File: src/rtl/multicycle_ctrl.sv
// Main control FSM for the multicycle RV32I core with a single shared instruction/data memory.
// Sequences FETCH/DECODE/EXECUTE/WRITEBACK and drives every datapath enable and mux select.
module multicycle_ctrl #(
    parameter int          MEM_TIMEOUT = 0,
    parameter int unsigned TO_W        = 8
) (
    input  logic       CLK,
    input  logic       RESET,
    input  logic [6:0] op,
    input  logic [2:0] f3,
    input  logic [6:0] f7,
    input  logic       ZERO,
    input  logic       MEM_READY,
    output logic       MEM_REQ,
    output logic       MEM_WRITE,
    output logic       ADR_SRC,
    output logic       IR_WRITE,
    output logic       PC_WRITE,
    output logic       REG_WRITE,
    output logic [1:0] ALU_SRC_A,
    output logic [1:0] ALU_SRC_B,
    output logic [1:0] RES_SRC,
    output logic [2:0] IMM_SRC,
    output logic [3:0] ALU_CONTROL,
    output logic       INSTR_DONE,
    output logic       TRAP
);

    typedef enum logic [3:0] {
        S_FETCH    = 4'd0,
        S_DECODE   = 4'd1,
        S_MEMADR   = 4'd2,
        S_MEMREAD  = 4'd3,
        S_MEMWB    = 4'd4,
        S_MEMWRITE = 4'd5,
        S_EXEC_R   = 4'd6,
        S_EXEC_I   = 4'd7,
        S_ALUWB    = 4'd8,
        S_BRANCH   = 4'd9,
        S_JAL      = 4'd10,
        S_JALR     = 4'd11,
        S_JALR_WB  = 4'd12,
        S_LUI      = 4'd13,
        S_AUIPC    = 4'd14,
        S_TRAP     = 4'd15
    } state_t;

    localparam logic [6:0] OP_LOAD  = 7'b0000011;
    localparam logic [6:0] OP_STORE = 7'b0100011;
    localparam logic [6:0] OP_R     = 7'b0110011;
    localparam logic [6:0] OP_I     = 7'b0010011;
    localparam logic [6:0] OP_BR    = 7'b1100011;
    localparam logic [6:0] OP_JAL   = 7'b1101111;
    localparam logic [6:0] OP_JALR  = 7'b1100111;
    localparam logic [6:0] OP_LUI   = 7'b0110111;
    localparam logic [6:0] OP_AUIPC = 7'b0010111;
    localparam logic [6:0] F7_ALT   = 7'b0100000;

    localparam bit            TO_EN    = (MEM_TIMEOUT > 0);
    localparam logic [TO_W-1:0] TO_LIMIT = (MEM_TIMEOUT > 0) ? TO_W'(MEM_TIMEOUT - 1) : {TO_W{1'b0}};

    function automatic logic [3:0] alu_decode(input logic [2:0] fn3, input logic use_sub, input logic use_sra);
        case (fn3)
            3'b000:  alu_decode = use_sub ? 4'b0001 : 4'b0000;
            3'b001:  alu_decode = 4'b1110;
            3'b010:  alu_decode = 4'b1000;
            3'b011:  alu_decode = 4'b1001;
            3'b100:  alu_decode = 4'b0110;
            3'b101:  alu_decode = use_sra ? 4'b1111 : 4'b1101;
            3'b110:  alu_decode = 4'b0101;
            3'b111:  alu_decode = 4'b0100;
            default: alu_decode = 4'b0000;
        endcase
    endfunction

    // Compare ops: ZERO of a sub is equality, ZERO of slt/sltu means "not less than".
    function automatic logic branch_taken(input logic [2:0] fn3, input logic zero);
        case (fn3)
            3'b000:          branch_taken = zero;
            3'b001:          branch_taken = ~zero;
            3'b100, 3'b110:  branch_taken = ~zero;
            3'b101, 3'b111:  branch_taken = zero;
            default:         branch_taken = 1'b0;
        endcase
    endfunction

    function automatic logic [3:0] branch_alu(input logic [2:0] fn3);
        case (fn3)
            3'b000, 3'b001:  branch_alu = 4'b0001;
            3'b100, 3'b101:  branch_alu = 4'b1000;
            3'b110, 3'b111:  branch_alu = 4'b1001;
            default:         branch_alu = 4'b0000;
        endcase
    endfunction

    state_t          state_q, state_d, nxt_s;
    logic [TO_W-1:0] to_cnt_q, to_cnt_d;
    logic            req_state_s, mem_wait_s, timeout_s;
    logic            mem_req_s, mem_write_s, ir_write_s, pc_write_s, reg_write_s, done_s, trap_s;

    assign req_state_s = (state_q == S_FETCH) || (state_q == S_MEMREAD) || (state_q == S_MEMWRITE);
    assign mem_wait_s  = req_state_s && !MEM_READY;
    assign timeout_s   = TO_EN && mem_wait_s && (to_cnt_q == TO_LIMIT);

    // State and timeout counter registers
    always_ff @(posedge CLK) begin
        if (RESET) begin
            state_q  <= S_FETCH;
            to_cnt_q <= {TO_W{1'b0}};
        end else begin
            state_q  <= state_d;
            to_cnt_q <= to_cnt_d;
        end
    end

    // Next-state and timeout counter logic
    always_comb begin
        nxt_s = state_q;
        case (state_q)
            S_FETCH:    nxt_s = MEM_READY ? S_DECODE : S_FETCH;
            S_DECODE: begin
                case (op)
                    OP_LOAD, OP_STORE: nxt_s = S_MEMADR;
                    OP_R:              nxt_s = S_EXEC_R;
                    OP_I:              nxt_s = S_EXEC_I;
                    OP_BR:             nxt_s = S_BRANCH;
                    OP_JAL:            nxt_s = S_JAL;
                    OP_JALR:           nxt_s = S_JALR;
                    OP_LUI:            nxt_s = S_LUI;
                    OP_AUIPC:          nxt_s = S_AUIPC;
                    default:           nxt_s = S_TRAP;
                endcase
            end
            S_MEMADR:   nxt_s = (op == OP_STORE) ? S_MEMWRITE : S_MEMREAD;
            S_MEMREAD:  nxt_s = MEM_READY ? S_MEMWB : S_MEMREAD;
            S_MEMWB:    nxt_s = S_FETCH;
            S_MEMWRITE: nxt_s = MEM_READY ? S_FETCH : S_MEMWRITE;
            S_EXEC_R:   nxt_s = S_ALUWB;
            S_EXEC_I:   nxt_s = S_ALUWB;
            S_ALUWB:    nxt_s = S_FETCH;
            S_BRANCH:   nxt_s = (f3[2:1] == 2'b01) ? S_TRAP : S_FETCH;
            S_JAL:      nxt_s = S_ALUWB;
            S_JALR:     nxt_s = S_JALR_WB;
            S_JALR_WB:  nxt_s = S_FETCH;
            S_LUI:      nxt_s = S_FETCH;
            S_AUIPC:    nxt_s = S_FETCH;
            S_TRAP:     nxt_s = S_TRAP;
            default:    nxt_s = S_TRAP;
        endcase
        state_d  = timeout_s ? S_TRAP : nxt_s;
        to_cnt_d = (mem_wait_s && !timeout_s) ? (to_cnt_q + TO_W'(1)) : {TO_W{1'b0}};
    end

    // Moore output decode with the MEM_READY and branch-condition gated terms
    always_comb begin
        mem_req_s   = 1'b0;
        mem_write_s = 1'b0;
        ir_write_s  = 1'b0;
        pc_write_s  = 1'b0;
        reg_write_s = 1'b0;
        done_s      = 1'b0;
        trap_s      = 1'b0;
        ADR_SRC     = 1'b0;
        ALU_SRC_A   = 2'b00;
        ALU_SRC_B   = 2'b00;
        RES_SRC     = 2'b00;
        IMM_SRC     = 3'b000;
        ALU_CONTROL = 4'b0000;
        case (state_q)
            S_FETCH: begin
                mem_req_s  = 1'b1;
                ir_write_s = MEM_READY;
                pc_write_s = MEM_READY;
                ALU_SRC_B  = 2'b10;
                RES_SRC    = 2'b10;
            end
            S_DECODE: begin
                ALU_SRC_A = 2'b01;
                ALU_SRC_B = 2'b01;
                case (op)
                    OP_BR:    IMM_SRC = 3'b010;
                    OP_JAL:   IMM_SRC = 3'b100;
                    OP_AUIPC: IMM_SRC = 3'b011;
                    default:  IMM_SRC = 3'b000;
                endcase
            end
            S_MEMADR: begin
                ALU_SRC_A = 2'b10;
                ALU_SRC_B = 2'b01;
                IMM_SRC   = (op == OP_STORE) ? 3'b001 : 3'b000;
            end
            S_MEMREAD: begin
                mem_req_s = 1'b1;
                ADR_SRC   = 1'b1;
            end
            S_MEMWB: begin
                RES_SRC     = 2'b01;
                reg_write_s = 1'b1;
                done_s      = 1'b1;
            end
            S_MEMWRITE: begin
                mem_req_s   = 1'b1;
                mem_write_s = 1'b1;
                ADR_SRC     = 1'b1;
                done_s      = MEM_READY;
            end
            S_EXEC_R: begin
                ALU_SRC_A   = 2'b10;
                ALU_CONTROL = alu_decode(f3, f7 == F7_ALT, f7 == F7_ALT);
            end
            S_EXEC_I: begin
                ALU_SRC_A   = 2'b10;
                ALU_SRC_B   = 2'b01;
                ALU_CONTROL = alu_decode(f3, 1'b0, f7 == F7_ALT);
            end
            S_ALUWB, S_AUIPC: begin
                reg_write_s = 1'b1;
                done_s      = 1'b1;
            end
            S_BRANCH: begin
                ALU_SRC_A   = 2'b10;
                ALU_CONTROL = branch_alu(f3);
                pc_write_s  = branch_taken(f3, ZERO);
                done_s      = (f3[2:1] != 2'b01);
            end
            S_JAL: begin
                ALU_SRC_A  = 2'b01;
                ALU_SRC_B  = 2'b10;
                pc_write_s = 1'b1;
            end
            S_JALR: begin
                ALU_SRC_A  = 2'b10;
                ALU_SRC_B  = 2'b01;
                RES_SRC    = 2'b10;
                pc_write_s = 1'b1;
            end
            S_JALR_WB: begin
                ALU_SRC_A   = 2'b01;
                ALU_SRC_B   = 2'b10;
                RES_SRC     = 2'b10;
                reg_write_s = 1'b1;
                done_s      = 1'b1;
            end
            S_LUI: begin
                ALU_SRC_A   = 2'b11;
                ALU_SRC_B   = 2'b01;
                IMM_SRC     = 3'b011;
                RES_SRC     = 2'b10;
                reg_write_s = 1'b1;
                done_s      = 1'b1;
            end
            S_TRAP:  trap_s = 1'b1;
            default: trap_s = 1'b1;
        endcase
    end

    assign MEM_REQ    = mem_req_s   & ~RESET;
    assign MEM_WRITE  = mem_write_s & ~RESET;
    assign IR_WRITE   = ir_write_s  & ~RESET;
    assign PC_WRITE   = pc_write_s  & ~RESET;
    assign REG_WRITE  = reg_write_s & ~RESET;
    assign INSTR_DONE = done_s      & ~RESET;
    assign TRAP       = trap_s      & ~RESET;

endmodule

File: config.mk
export PLATFORM = sky130hd
export DESIGN_NAME = multicycle_ctrl
export DESIGN_NICKNAME = d
export VERILOG_FILES = /design/src/rtl/multicycle_ctrl.sv
export SDC_FILE = /design/constraint.sdc
export NUM_CORES = 1
export LEC_CHECK = 0
export ABC_AREA = 1
export BUFFER_PORTS_ARGS = -buffer_cell sky130_fd_sc_hd__buf_2
export CAP_MARGIN = 20
export CORE_MARGIN = 2
export CORE_UTILIZATION = 45
export DETAILED_ROUTE_END_ITERATION = 16
export PLACE_DENSITY = 0.77
export SYNTH_ARGS = -nofsm -noshare
export SYNTH_HDL_FRONTEND = slang
export SYNTH_SLANG_ARGS = --single-unit
File: constraint.sdc
create_clock -name CLK -period 1.5 [get_ports CLK]
set_input_delay 0.15 -clock CLK [delete_from_list [all_inputs] [get_ports CLK]]
set_output_delay 0.15 -clock CLK [all_outputs]
set_load 0.02 [all_outputs]
# Word level (Yosys, flattened, before mapping)
# Index checks and enable logic that the tools add are counted.
# W data, S select, Z words.
totals:
  reg_bits: 4
  out_inout_bits: 21
  in_bits: 21
op_classes:
  n_reduce_logical: 18
  bitwise: 9
  n_eq_ne: 34
  mux: 28
op_table:
  columns: ["op", "count"]
  rows:
  - ["$pmux W4 S8", 3]
  - ["$pmux W4 S10", 1]
  - ["$eq A4 B4 Y1 const B", 8]
  - ["$eq A7 B6 Y1 const B", 4]
  - ["$pmux W4 S3", 2]
  - ["$eq A7 B7 Y1 const B", 3]
  - ["$pmux W3 S3", 2]
  - ["$reduce_or A3 Y1", 6]
  - ["$eq A4 B3 Y1 const B", 4]
  - ["$reduce_or A5 Y1", 3]
  - ["$eq A7 B5 Y1 const B", 2]
  - ["$eq A3 B3 Y1 const B", 4]
  - ["$reduce_or A2 Y1", 6]
  - ["$mux W1", 9]
  - ["$mux W3", 3]
  - ["$eq A4 B2 Y1 const B", 2]
  - ["$pmux W2 S2", 2]
  - ["$and A1 B1 Y1", 7]
  - ["$eq A7 B2 Y1 const B", 1]
  - ["$eq A3 B2 Y1 const B", 2]
  - ["$pmux W1 S3", 2]
  - ["$pmux W2 S3", 1]
  - ["$eq A4 B1 Y1 const B", 1]
  - ["$logic_not A4 Y1", 1]
  - ["9 further kinds", 10]

# Longest topological paths before layout
depth:
  word_depth: 5
  mapped_depth: 11
  mapped_depth_nobuf: 11

# Worst setup path before layout
# Ideal clock, no wire load.
synth_timing:
  path_kind: "register -> output"
  startpoint: "reg state_q[0]"
  endpoint: "out IMM_SRC[1]"
  t_arrival_ps: 1359
  path_stages_with_launch: 5
  path_buffers: 0
  path_slack_ps: -9
  path_cell_list: "dfxtp_1 nand2_4 nor2_4 nor2_1 o31ai_1"
synth_via:
  elab_chain_len: 2
  word_cells_on_any_way: 4
synth_lines:
  columns: ["element", "line", "rtl"]
  rows:
  - ["start, declared", "96", "state_t state_q, state_d, nxt_s;"]
  - ["start signal, assigned", "111", "state_q <= state_d;"]
  - ["$eq A4 B4 Y1 (tied with other cells)", "169", "case (state_q)"]
  - ["$pmux W3 S3 (*)", "169", null]
  - ["end, declared", "23", "output logic [2:0] IMM_SRC,"]
# Every way passes the cells marked *; elsewhere a longest branch is shown, timed or not.

# Final worst setup path
layout_timing:
  startpoint: "reg state_q[1]"
  endpoint: "out PC_WRITE"
layout_via:
  elab_chain_len: 4
  word_cells_on_any_way: 7
layout_lines:
  columns: ["element", "line", "rtl"]
  rows:
  - ["$eq A4 B4 Y1", "169", null]
  - ["$reduce_or A2 Y1 (no line)", null, null]
  - ["$pmux W1 S3 (*)", "169", null]
  - ["$and A1 B1 Y1 (*)", "260", "assign PC_WRITE = pc_write_s & ~RESET;"]
  - ["end, declared", "18", "output logic PC_WRITE,"]
# Marks and branches as above.

==> metrics.md <==
| Metric | Value |
|---|---|
| Rel. slew slack | 0.783 |
| Period Utilization, post-route | 1.01 |
| Grt total ovfl | 0 |
| Setup ws final | -0.00995 ns |
| Max Freq | 0.662 GHz |
| R2r setup slk | 0.15 ns |
| Failing checks | setup timing |
| Post-synthesis register bit count | 4 |
| RSZ-0062 raised after global routing | yes |
| Core Region | 0.00173 sq mm |
| Diode count | 0 |
| Final Setup Violations | 2 |
| Vias in the first global route | 1050 |
| Max-slew violations | 0 |
| Critical Path Source Type | flop |
| Worst Path Max Fanout | 4 |
| Biggest register | state_q |
| R2r endpoint | state_q[0] |
| Crit path kind | flop to output port |
| Num CTS Buffers | 3 |
| Min-delay src | RESET |
| NetSw | 0.00116 W |
| Clock Path Buffers | 2 |
| Syn Inst Count | 168 |
| Worst-case reg-to-reg path depth | 10 |
| NumNets Final | 246 |
| Starting Density | 0.483 |
| # rows | 15 |
| Hold path depth | 2 |
| Worst-margin pin slew | 0.323 ns |
| Status | finished with violations |
| Total number of yosys warnings | 0 |
| Period minus WS final | 1.51 ns |
| IO buf count | 41 |
| GRT Util Overall | 0.257 |
| Clock sink count | 4 |
| Clk_skew | 0.00158 ns |
| Net Sw Frac | 0.543 |
| CP arrival | 1.36 ns |
| Clk_lat worst skew | 0.23 ns |
| Layout area overhead | 64.0% |
| Routability cong. | 0.934 |
| Final antenna-violating net count | 0 |
| H-Tree Depth | 1 |
| I/O Pins | 42 |
| Static Leak | 0.754 nW |
| Clock power share | 0.059 |
| Sequential share of power | 0.127 |
| EDFF count, synth | 0 |
| Vias post-DR | 1279 |
| DP HPWL | 2150 microns |
| CTS tree | built |
| Most frequent cells in the layout | nand2_1 (38), buf_2 (29), nor2_1 (24) |
| Gate power share | 0.814 |
| Largest net degree at the start of global routing | 11 |
| First-pass GRT wire length | 4140 microns |
| Root buffer cell | clkbuf_4 |
| Total power | 0.00213 W |
| Die Span Y | 47.0 microns |
| Clk slew on worst S/H paths | 0.03 ns |
| Hold Crit Class | input pin to flop |
| Die W | 47.0 microns |
| VDD IR max | 1.08 mV |
| Cell variety after synth | 28 |
| Register area share after synthesis | 0.0961 |
| MaxCap Viol Count | 0 |
| Commonest non-fill, non-tap cell in the layout | nand2_1 |
| Synth Cell Area | 833 sq um |
| Largest register FFs | 4 |
| Share of cells above drive strength 1 | 0.457 |
| Worst Hold End | state_q[1] |
| Initial antenna violation count | 0 |
| Top FF cell, synth | dfxtp_1 |
| Setup crit end kind | output port |
| DRC violations left | 0 |
| Post-synth ARST share | 0 |
| First DRT Iteration DRCs | 38 |
| WL final | 3060 microns |
| CP Data Required Time | 1.35 ns |
| Setup TNS | -0.0163 ns |
| Syn_area_per_cell | 4.96 sq um |
| Cell Int Power | 0.000974 W |
| WL/cell | 12.4 microns |
| Power Density | 1560 mW/mm^2 |
| Vias/cell | 5.16 |
| Largest registers | state_q (4) |
| Syn nets | 189 |
| Area contributors post-synth | nand2_1 (21%), nor2_1 (14%), inv_1 (11%) |
| Yosys top cell by area | nand2_1 |
| Finished Core Util | 0.791 |
| Die area | 0.00221 sq mm |
| FF-to-FF Start | state_q[1] |
| DR pass1 iterations | 4 |
| Final Hold Viols | 0 |
| Share of the synthesized area in the top cell type | 0.212 |
[cells in the mapped netlist, types with 2 or more instances]
cell / n
nand2_1: 47
nor2_1: 32
inv_1: 24
nand3_1: 16
o21ai_0: 6
inv_2: 5
a21oi_1: 4
dfxtp_1: 4
a31oi_1: 3
nand2_2: 3
nor3_1: 3
clkbuf_1: 2
nand4_1: 2
nor2_4: 2
o22ai_1: 2
[power groups by stage]
stage	combinational, W	sequential (W)	clock [W]
final	0.00174	0.000272	0.000126
after global routing	0.00185	0.000277	0.000139
after CTS	0.00142	0.000222	0.000135
after detailed placement	0.00129	0.000199	0
after global placement	0.00128	0.000197	0
after floorplan	0.000828	0.000206	0
[cell families after synthesis]
family          count (synthesis)  synth area share
compound gates                 22             0.167
buf+inv                        31             0.140
flops                           4            0.0961
simple gates                  111             0.598
[metrics by stage]
| step | setup WS (ns) | hold slack [ns] | cell area [sq um] | instances |
|---|---|---|---|---|
| floorplan | 0.0196 | 0.403 | 838 | 168 |
| global placement | 0.132 | 0.450 | 1100 | 237 |
| detailed placement | 0.0825 | 0.458 | 1100 | 237 |
| CTS | 0.00305 | 0.209 | 1200 | 243 |
| global route | -0.0761 | 0.251 | 1370 | 248 |
| finish | -0.00995 | 0.233 | 1370 | 248 |
[critical path, cell delays in order (launching register included)]
cell	delay (ns)
dfxtp_4	0.36
inv_6	0.09
nand2_8	0.07
nor2_4	0.13
nand3_1	0.11
a31oi_1	0.21
buf_4	0.17
[layer usage]
metal,share of wire,vias to the layer above,track usage
li1,-,652,-
met1,0.44,577,0.313
met2,0.51,48,0.436
met3,0.052,2,0.0385
met4,0.0026,0,0.133
met5,0,-,0
[worst max-delay path by stage]
stage / from / endpoint / slack, ns / cells past startpoint
6_report: state_q[1] / PC_WRITE / -0.01 / 6
4_1_cts: state_q[1] / IMM_SRC[0] / 0.003 / 8
5_1_grt: state_q[1] / IMM_SRC[0] / -0.08 / 8
3_3_place_gp: state_q[2] / INSTR_DONE / 0.13 / 7
2_1_floorplan: state_q[3] / INSTR_DONE / 0.02 / 6
3_5_place_dp: state_q[2] / INSTR_DONE / 0.08 / 7
[repair_timing]
item / CTS / global route
resized for setup: 25 / 40
hold buffers: 0 / 0
setup endpoints to repair: 17 / 15
buffers inserted: 3 / 6
pin swaps: 6 / 12
[cell type report]
type / instances / area (sq um)
inverters: 29 / 119
clock buffers: 3 / 22.5
fillers: 133 / 360
repair buffers: 54 / 348
multi-input cells: 133 / 753
well taps: 25 / 31.3
flip-flops and latches: 4 / 92.6
No activity file was read; power rests on OpenSTA's default activity.
